==> config.mk <==
export PLATFORM = sky130hd
export DESIGN_NAME = alu_sequencer_flat
export DESIGN_NICKNAME = d
export VERILOG_FILES = /design/src/rtl/alu_sequencer_if.sv /design/src/rtl/alu_sequencer.sv /design/src/flat_wrapper.sv
export SDC_FILE = /design/constraint.sdc
export NUM_CORES = 1
export LEC_CHECK = 0
export BUFFER_PORTS_ARGS = -buffer_cell sky130_fd_sc_hd__buf_4
export CORE_ASPECT_RATIO = 0.75
export CORE_MARGIN = 4
export CORE_UTILIZATION = 32
export CTS_BUF_LIST = sky130_fd_sc_hd__clkbuf_4 sky130_fd_sc_hd__clkbuf_8 sky130_fd_sc_hd__clkbuf_16
export DETAILED_ROUTE_END_ITERATION = 10
export SLEW_MARGIN = 5
export SYNTH_ARGS = -nofsm -noshare
export SYNTH_HDL_FRONTEND = slang
export SYNTH_SLANG_ARGS = --single-unit
==> constraint.sdc <==
create_clock -name clock -period 6.1 [get_ports clock]
set_clock_uncertainty 0.15 [all_clocks]
set_input_delay 1.22 -clock clock [delete_from_list [all_inputs] [get_ports clock]]
set_output_delay 1.22 -clock clock [all_outputs]
set_load 0.02 [all_outputs]
==> src/rtl/alu_sequencer_if.sv <==
`default_nettype none
// ============================================================================
//  Module      : alu_sequencer_if
//  Description : Bundle of the sequencer's control, instruction-memory and
//                ALU-side signals. The master modport is the sequencer; the
//                slave modport is the surrounding memory/ALU environment.
//  Revision    : 1.0  initial release
// ============================================================================
interface alu_sequencer_if #(
    parameter int ADDR_W   = 12,
    parameter int NREG_SEL = 4
);
    logic                start;
    logic [ADDR_W-1:0]   imem_addr;
    logic                imem_req;
    logic                imem_ack;
    logic [15:0]         imem_data;
    logic [15:0]         instruction;
    logic [3:0]          alu_control;
    logic                Z_in;
    logic [NREG_SEL-1:0] bus_sel;
    logic                reg_we;
    logic                busy;
    logic                halted;

    modport master (
        input  start, imem_ack, imem_data, Z_in,
        output imem_addr, imem_req, instruction, alu_control,
               bus_sel, reg_we, busy, halted
    );

    modport slave (
        output start, imem_ack, imem_data, Z_in,
        input  imem_addr, imem_req, instruction, alu_control,
               bus_sel, reg_we, busy, halted
    );
endinterface
`default_nettype wire

==> src/rtl/alu_sequencer.sv <==
`default_nettype none
// ============================================================================
//  Module      : alu_sequencer
//  Description : Fetch/decode/execute controller for the accumulator ALU.
//                Fetches 16-bit instructions, drives the ALU control code and
//                operand-bus select, performs register writes and jumps.
//  Revision    : 1.0  initial release
// ============================================================================
module alu_sequencer #(
    parameter int ADDR_W   = 12,
    parameter int RST_PC   = 0,
    parameter int NREG_SEL = 4
) (
    input  logic           clock,
    input  logic           reset_n,
    alu_sequencer_if.master bus
);

    localparam logic [ADDR_W-1:0] c_rst_pc = ADDR_W'(RST_PC);

    localparam logic [3:0] c_OP_JMP   = 4'hA;
    localparam logic [3:0] c_OP_JMPZ  = 4'hB;
    localparam logic [3:0] c_OP_JMPNZ = 4'hC;
    localparam logic [3:0] c_OP_STAC  = 4'hD;
    localparam logic [3:0] c_OP_HALT  = 4'hF;

    typedef enum logic [2:0] {
        S_IDLE   = 3'd0,
        S_FETCH  = 3'd1,
        S_DECODE = 3'd2,
        S_EXEC   = 3'd3,
        S_HALT   = 3'd4
    } state_t;

    state_t              r_state;
    logic [ADDR_W-1:0]   r_pc;
    logic [15:0]         r_ir;
    logic [3:0]          r_alu_control;
    logic                r_imem_req;
    logic                r_reg_we;
    logic [NREG_SEL-1:0] r_bus_sel;
    logic                r_busy;
    logic                r_halted;

    logic [3:0]          w_opcode;
    logic                w_is_alu_op;
    logic                w_jump;
    logic [ADDR_W-1:0]   w_target;

    assign w_opcode    = r_ir[15:12];
    assign w_target    = r_ir[ADDR_W-1:0];
    assign w_is_alu_op = (w_opcode >= 4'h1) && (w_opcode <= 4'h9);

    // Jump decision; Z_in is only meaningful while in EXEC
    always_comb begin
        w_jump = 1'b0;
        case (w_opcode)
            c_OP_JMP:   w_jump = 1'b1;
            c_OP_JMPZ:  w_jump = bus.Z_in;
            c_OP_JMPNZ: w_jump = ~bus.Z_in;
            default:    w_jump = 1'b0;
        endcase
    end

    // Sequencer state machine; every output is a register updated on entry to its state
    always_ff @(posedge clock or negedge reset_n) begin
        if (!reset_n) begin
            r_state       <= S_IDLE;
            r_pc          <= c_rst_pc;
            r_ir          <= '0;
            r_alu_control <= '0;
            r_imem_req    <= 1'b0;
            r_reg_we      <= 1'b0;
            r_bus_sel     <= '0;
            r_busy        <= 1'b0;
            r_halted      <= 1'b0;
        end else begin
            case (r_state)
                S_IDLE, S_HALT: begin
                    if (bus.start) begin
                        r_state    <= S_FETCH;
                        r_pc       <= c_rst_pc;
                        r_imem_req <= 1'b1;
                        r_busy     <= 1'b1;
                        r_halted   <= 1'b0;
                    end
                end
                S_FETCH: begin
                    if (bus.imem_ack) begin
                        r_ir       <= bus.imem_data;
                        r_pc       <= r_pc + ADDR_W'(1);
                        r_imem_req <= 1'b0;
                        r_state    <= S_DECODE;
                    end
                end
                S_DECODE: begin
                    // EXEC-cycle outputs are set up here so they are valid for the whole EXEC cycle
                    r_bus_sel     <= r_ir[NREG_SEL-1:0];
                    r_alu_control <= w_is_alu_op ? w_opcode : 4'h0;
                    r_reg_we      <= (w_opcode == c_OP_STAC);
                    r_state       <= S_EXEC;
                end
                S_EXEC: begin
                    r_alu_control <= 4'h0;
                    r_reg_we      <= 1'b0;
                    if (w_jump) begin
                        r_pc <= w_target;
                    end
                    if (w_opcode == c_OP_HALT) begin
                        r_state  <= S_HALT;
                        r_busy   <= 1'b0;
                        r_halted <= 1'b1;
                    end else begin
                        r_state    <= S_FETCH;
                        r_imem_req <= 1'b1;
                    end
                end
                default: begin
                    r_state <= S_IDLE;
                end
            endcase
        end
    end

    assign bus.imem_addr   = r_pc;
    assign bus.imem_req    = r_imem_req;
    assign bus.instruction = r_ir;
    assign bus.alu_control = r_alu_control;
    assign bus.bus_sel     = r_bus_sel;
    assign bus.reg_we      = r_reg_we;
    assign bus.busy        = r_busy;
    assign bus.halted      = r_halted;

endmodule
`default_nettype wire

==> src/flat_wrapper.sv <==
// flat-port wrapper written by rule: the top's interface ports become plain ports
module alu_sequencer_flat 
#(
    parameter int ADDR_W   = 12,
    parameter int RST_PC   = 0,
    parameter int NREG_SEL = 4
)
  (clock, reset_n, bus_start, bus_imem_ack, bus_imem_data, bus_Z_in, bus_imem_addr, bus_imem_req, bus_instruction, bus_alu_control, bus_bus_sel, bus_reg_we, bus_busy, bus_halted);
  alu_sequencer_if #(.ADDR_W(ADDR_W), .NREG_SEL(NREG_SEL)) bus_i ();
  input  logic clock;
  input  logic reset_n;
  input wire logic [$bits(bus_i.start)-1:0] bus_start;
  input wire logic [$bits(bus_i.imem_ack)-1:0] bus_imem_ack;
  input wire logic [$bits(bus_i.imem_data)-1:0] bus_imem_data;
  input wire logic [$bits(bus_i.Z_in)-1:0] bus_Z_in;
  output wire logic [$bits(bus_i.imem_addr)-1:0] bus_imem_addr;
  output wire logic [$bits(bus_i.imem_req)-1:0] bus_imem_req;
  output wire logic [$bits(bus_i.instruction)-1:0] bus_instruction;
  output wire logic [$bits(bus_i.alu_control)-1:0] bus_alu_control;
  output wire logic [$bits(bus_i.bus_sel)-1:0] bus_bus_sel;
  output wire logic [$bits(bus_i.reg_we)-1:0] bus_reg_we;
  output wire logic [$bits(bus_i.busy)-1:0] bus_busy;
  output wire logic [$bits(bus_i.halted)-1:0] bus_halted;
  assign bus_i.start = bus_start;
  assign bus_i.imem_ack = bus_imem_ack;
  assign bus_i.imem_data = bus_imem_data;
  assign bus_i.Z_in = bus_Z_in;
  assign bus_imem_addr = bus_i.imem_addr;
  assign bus_imem_req = bus_i.imem_req;
  assign bus_instruction = bus_i.instruction;
  assign bus_alu_control = bus_i.alu_control;
  assign bus_bus_sel = bus_i.bus_sel;
  assign bus_reg_we = bus_i.reg_we;
  assign bus_busy = bus_i.busy;
  assign bus_halted = bus_i.halted;
  alu_sequencer #(.ADDR_W(ADDR_W), .RST_PC(RST_PC), .NREG_SEL(NREG_SEL)) u_core (.clock(clock), .reset_n(reset_n), .bus(bus_i));
endmodule
==> results.ini <==
[power]
p_switching_mw=0.689
clkPwrFrac_pct=12.7
ir_worst_vdd_uv=208
sw_frac_of_total_pct=45.0
powerDensity_nw_per_um2=566
total_leakage_power_nw=1.19
p_comb_share_pct=48.7
p_int_mw=0.842
seqPwrFrac_pct=38.5

[place]
port_buffers=60
dp.final_hpwl_um=3980
dp_cells=325
place.gp.congestion=0.812
dpl_worst_slack_ns=2.97

[timing]
layout_min_cycle_time_ns=2.83
setup_tns_ns=0
hold_viol_final=0
maxSlewHeadroom_pct=19.4
setup_slack_ns=3.27
setup_viol=0
rsz0062_at_grt=false
drv_slew=0
max_freq_mhz=353
tightest_slew_ns=1.20
post-route-period-util_pct=46.4

[setup_path]
path_cells=buf_4 > or3b_2 > o21a_1 > or3_4 > mux2_2
cpMaxStageDelayCell=or3_4
cp-end-kind=flip-flop
crit_required_ns=6.14
worst-path-max-fanout=12
cp.arrival_ns=2.87
slowest_delay_ns=0.51
path_class=input pin to flip-flop
ff2ff_path_depth=4
start_kind=input pin

[drt]
drtAntennaViolNets=0
vias=1788
first_iter_violations=112
detail_route.vias_per_cell=5.37
dr.pass1.iters=4
totalWireLength_um=5630
drcViolationCount=0
routedWlPerCell_um=16.9

[finish]
fin_util_pct=42.6
final_layout_size_suffix_gt1_share_pct=37.3
n_antenna_cell=0
layout.cells.non_filler=333
fin_nets=273
syn2layout_area_growth_pct=27.5

[synth]
synth_top_area_share_pct=50.8
synth_ff_type=dfrtp_1
ys_top_cells_by_count=dfrtp_1 (43), mux2_2 (22), o21ai_0 (15)
avgSynthCellArea_um2=10.8
synth-edff-count=0
netlist_area_um2=2120
yosys.area.top_type=dfrtp_1
synth_cells=197
synth.yosys.warnings=0
synth-seq-cells=43
synth_top_cells_by_area=dfrtp_1 (51%), mux2_2 (12%), o41ai_1 (4.1%)
ys_seq_area_share_pct=50.8
yosysMostFrequentCell=dfrtp_1
syn_nets=219
synth_cell_types=43
synthArstFlopShare_pct=100

[cts]
cts_resized=0
clk_latency_ns=0.30
cts_setup_buffers=0
path_clk_slew_ns=0.08
cts_hold_buffers=0
cts_root_buf=clkbuf_8
cts_tree=done
cts_buffer_depth=2
clock_sinks=43
cts_buffers=5
htree_num_levels=2

[floorplanning]
start_util_pct=33.4
fp.coreArea_um2=6350
dieArea_um2=8000
die_y_um=78.5
die_x_um=102
io-pin-count=61
rows=25

[job]
max_cap_violations=0

[global_route]
first_global_vias=1750
antenna_found_initial=0
grt_overflow_total=0
grt_pass1_wl_um=9330
grt_max_degree=44
track_usage_pct=14.8

[min_path]
hold_path.class=flip-flop to flip-flop
hold_depth=2

[run_status]
status=finished clean

## critical path: cells and delay by family
family | cells | cell delay [ns]
simple gates | 2 | 1.00
mux | 1 | 0.29
compound gates | 1 | 0.27
buf+inv | 1 | 0.08
## registers in the layout (all words and copies together), names as in the netlist
register / flops
u_core.bus.imem_req: 1
u_core.bus.instruction: 16
u_core.bus.busy: 1
u_core.bus.bus_sel: 4
u_core.bus.imem_addr: 12
u_core.bus.reg_we: 1
u_core.bus.halted: 1
u_core.r_state: 3
u_core.bus.alu_control: 4
## area by class of cell
type / instances / area [µm²]
multi-input cells: 134 / 950
clock inverters: 2 / 16.3
repair buffers: 60 / 450
flip-flops and latches: 43 / 1080
fillers: 633 / 3650
well taps: 81 / 101
inverters: 7 / 26.3
clock buffers: 6 / 82.6
## placed cells by master (no fill, tap or decap), types with 4 or more instances in the layout
cell | synthesis | final
buf_4 | 2 | 60
dfrtp_1 | 43 | 43
mux2_2 | 22 | 22
o21ai_0 | 15 | 15
o41ai_1 | 10 | 10
nand2_1 | 9 | 9
a21oi_1 | 9 | 9
nor2_1 | 8 | 8
nor3_1 | 8 | 8
inv_1 | 7 | 7
nand3_1 | 6 | 6
clkbuf_8 | 0 | 6
and3_1 | 4 | 4
a32oi_1 | 4 | 4
nand4_1 | 4 | 4
## path summary, 6_finish.rpt
kind / startpoint / end / slack, ns
max in group asynchronous: reset_n / u_core.bus.instruction[1] / 4.69
max: bus_start / u_core.bus.imem_addr[1] / 3.27
min in group asynchronous: reset_n / u_core.bus.imem_addr[2] / 0.75
max reg2reg: u_core.r_state[1] / u_core.bus.imem_addr[1] / 3.31
min reg2reg: u_core.bus.reg_we / u_core.bus.reg_we / 0.33
min: u_core.bus.reg_we / u_core.bus.reg_we / 0.33
## through the flow
step	area, µm²	power, mW	hold slack (ns)
after floorplan	2120	1.04	0.347
after global placement	2600	1.34	0.310
after detailed placement	2600	1.34	0.312
after CTS	2700	1.54	0.331
after global routing	2700	1.64	0.361
final	2700	1.53	0.327
## routing by layer
layer,vias to the layer above,share of wire [%],GRT usage (%)
li1,850,-,-
met1,874,48,21.4
met2,59,45,20.4
met3,5,6.4,5.42
met4,0,0.73,4.33
met5,-,0,0
## kinds of logic (layout without fill, tap and decap cells)
logic type	count (synthesis)	in the layout	synth area share (%)
compound gates	52	52	16.6
fa+ha+maj	1	1	0.590
buf+inv	20	75	4.43
flops	43	43	50.8
mux	22	22	11.7
simple gates	59	59	15.9
## power by group through the flow
| stage | clock [mW] | combinational (mW) | sequential [mW] |
|---|---|---|---|
| 6_report | 0.195 | 0.746 | 0.590 |
| 5_1_grt | 0.215 | 0.810 | 0.614 |
| 4_1_cts | 0.202 | 0.754 | 0.587 |
| 3_5_place_dp | 0 | 0.751 | 0.593 |
| 3_3_place_gp | 0 | 0.748 | 0.591 |
| 2_1_floorplan | 0 | 0.375 | 0.668 |
Note: power is estimated with default switching activity, not from simulation.
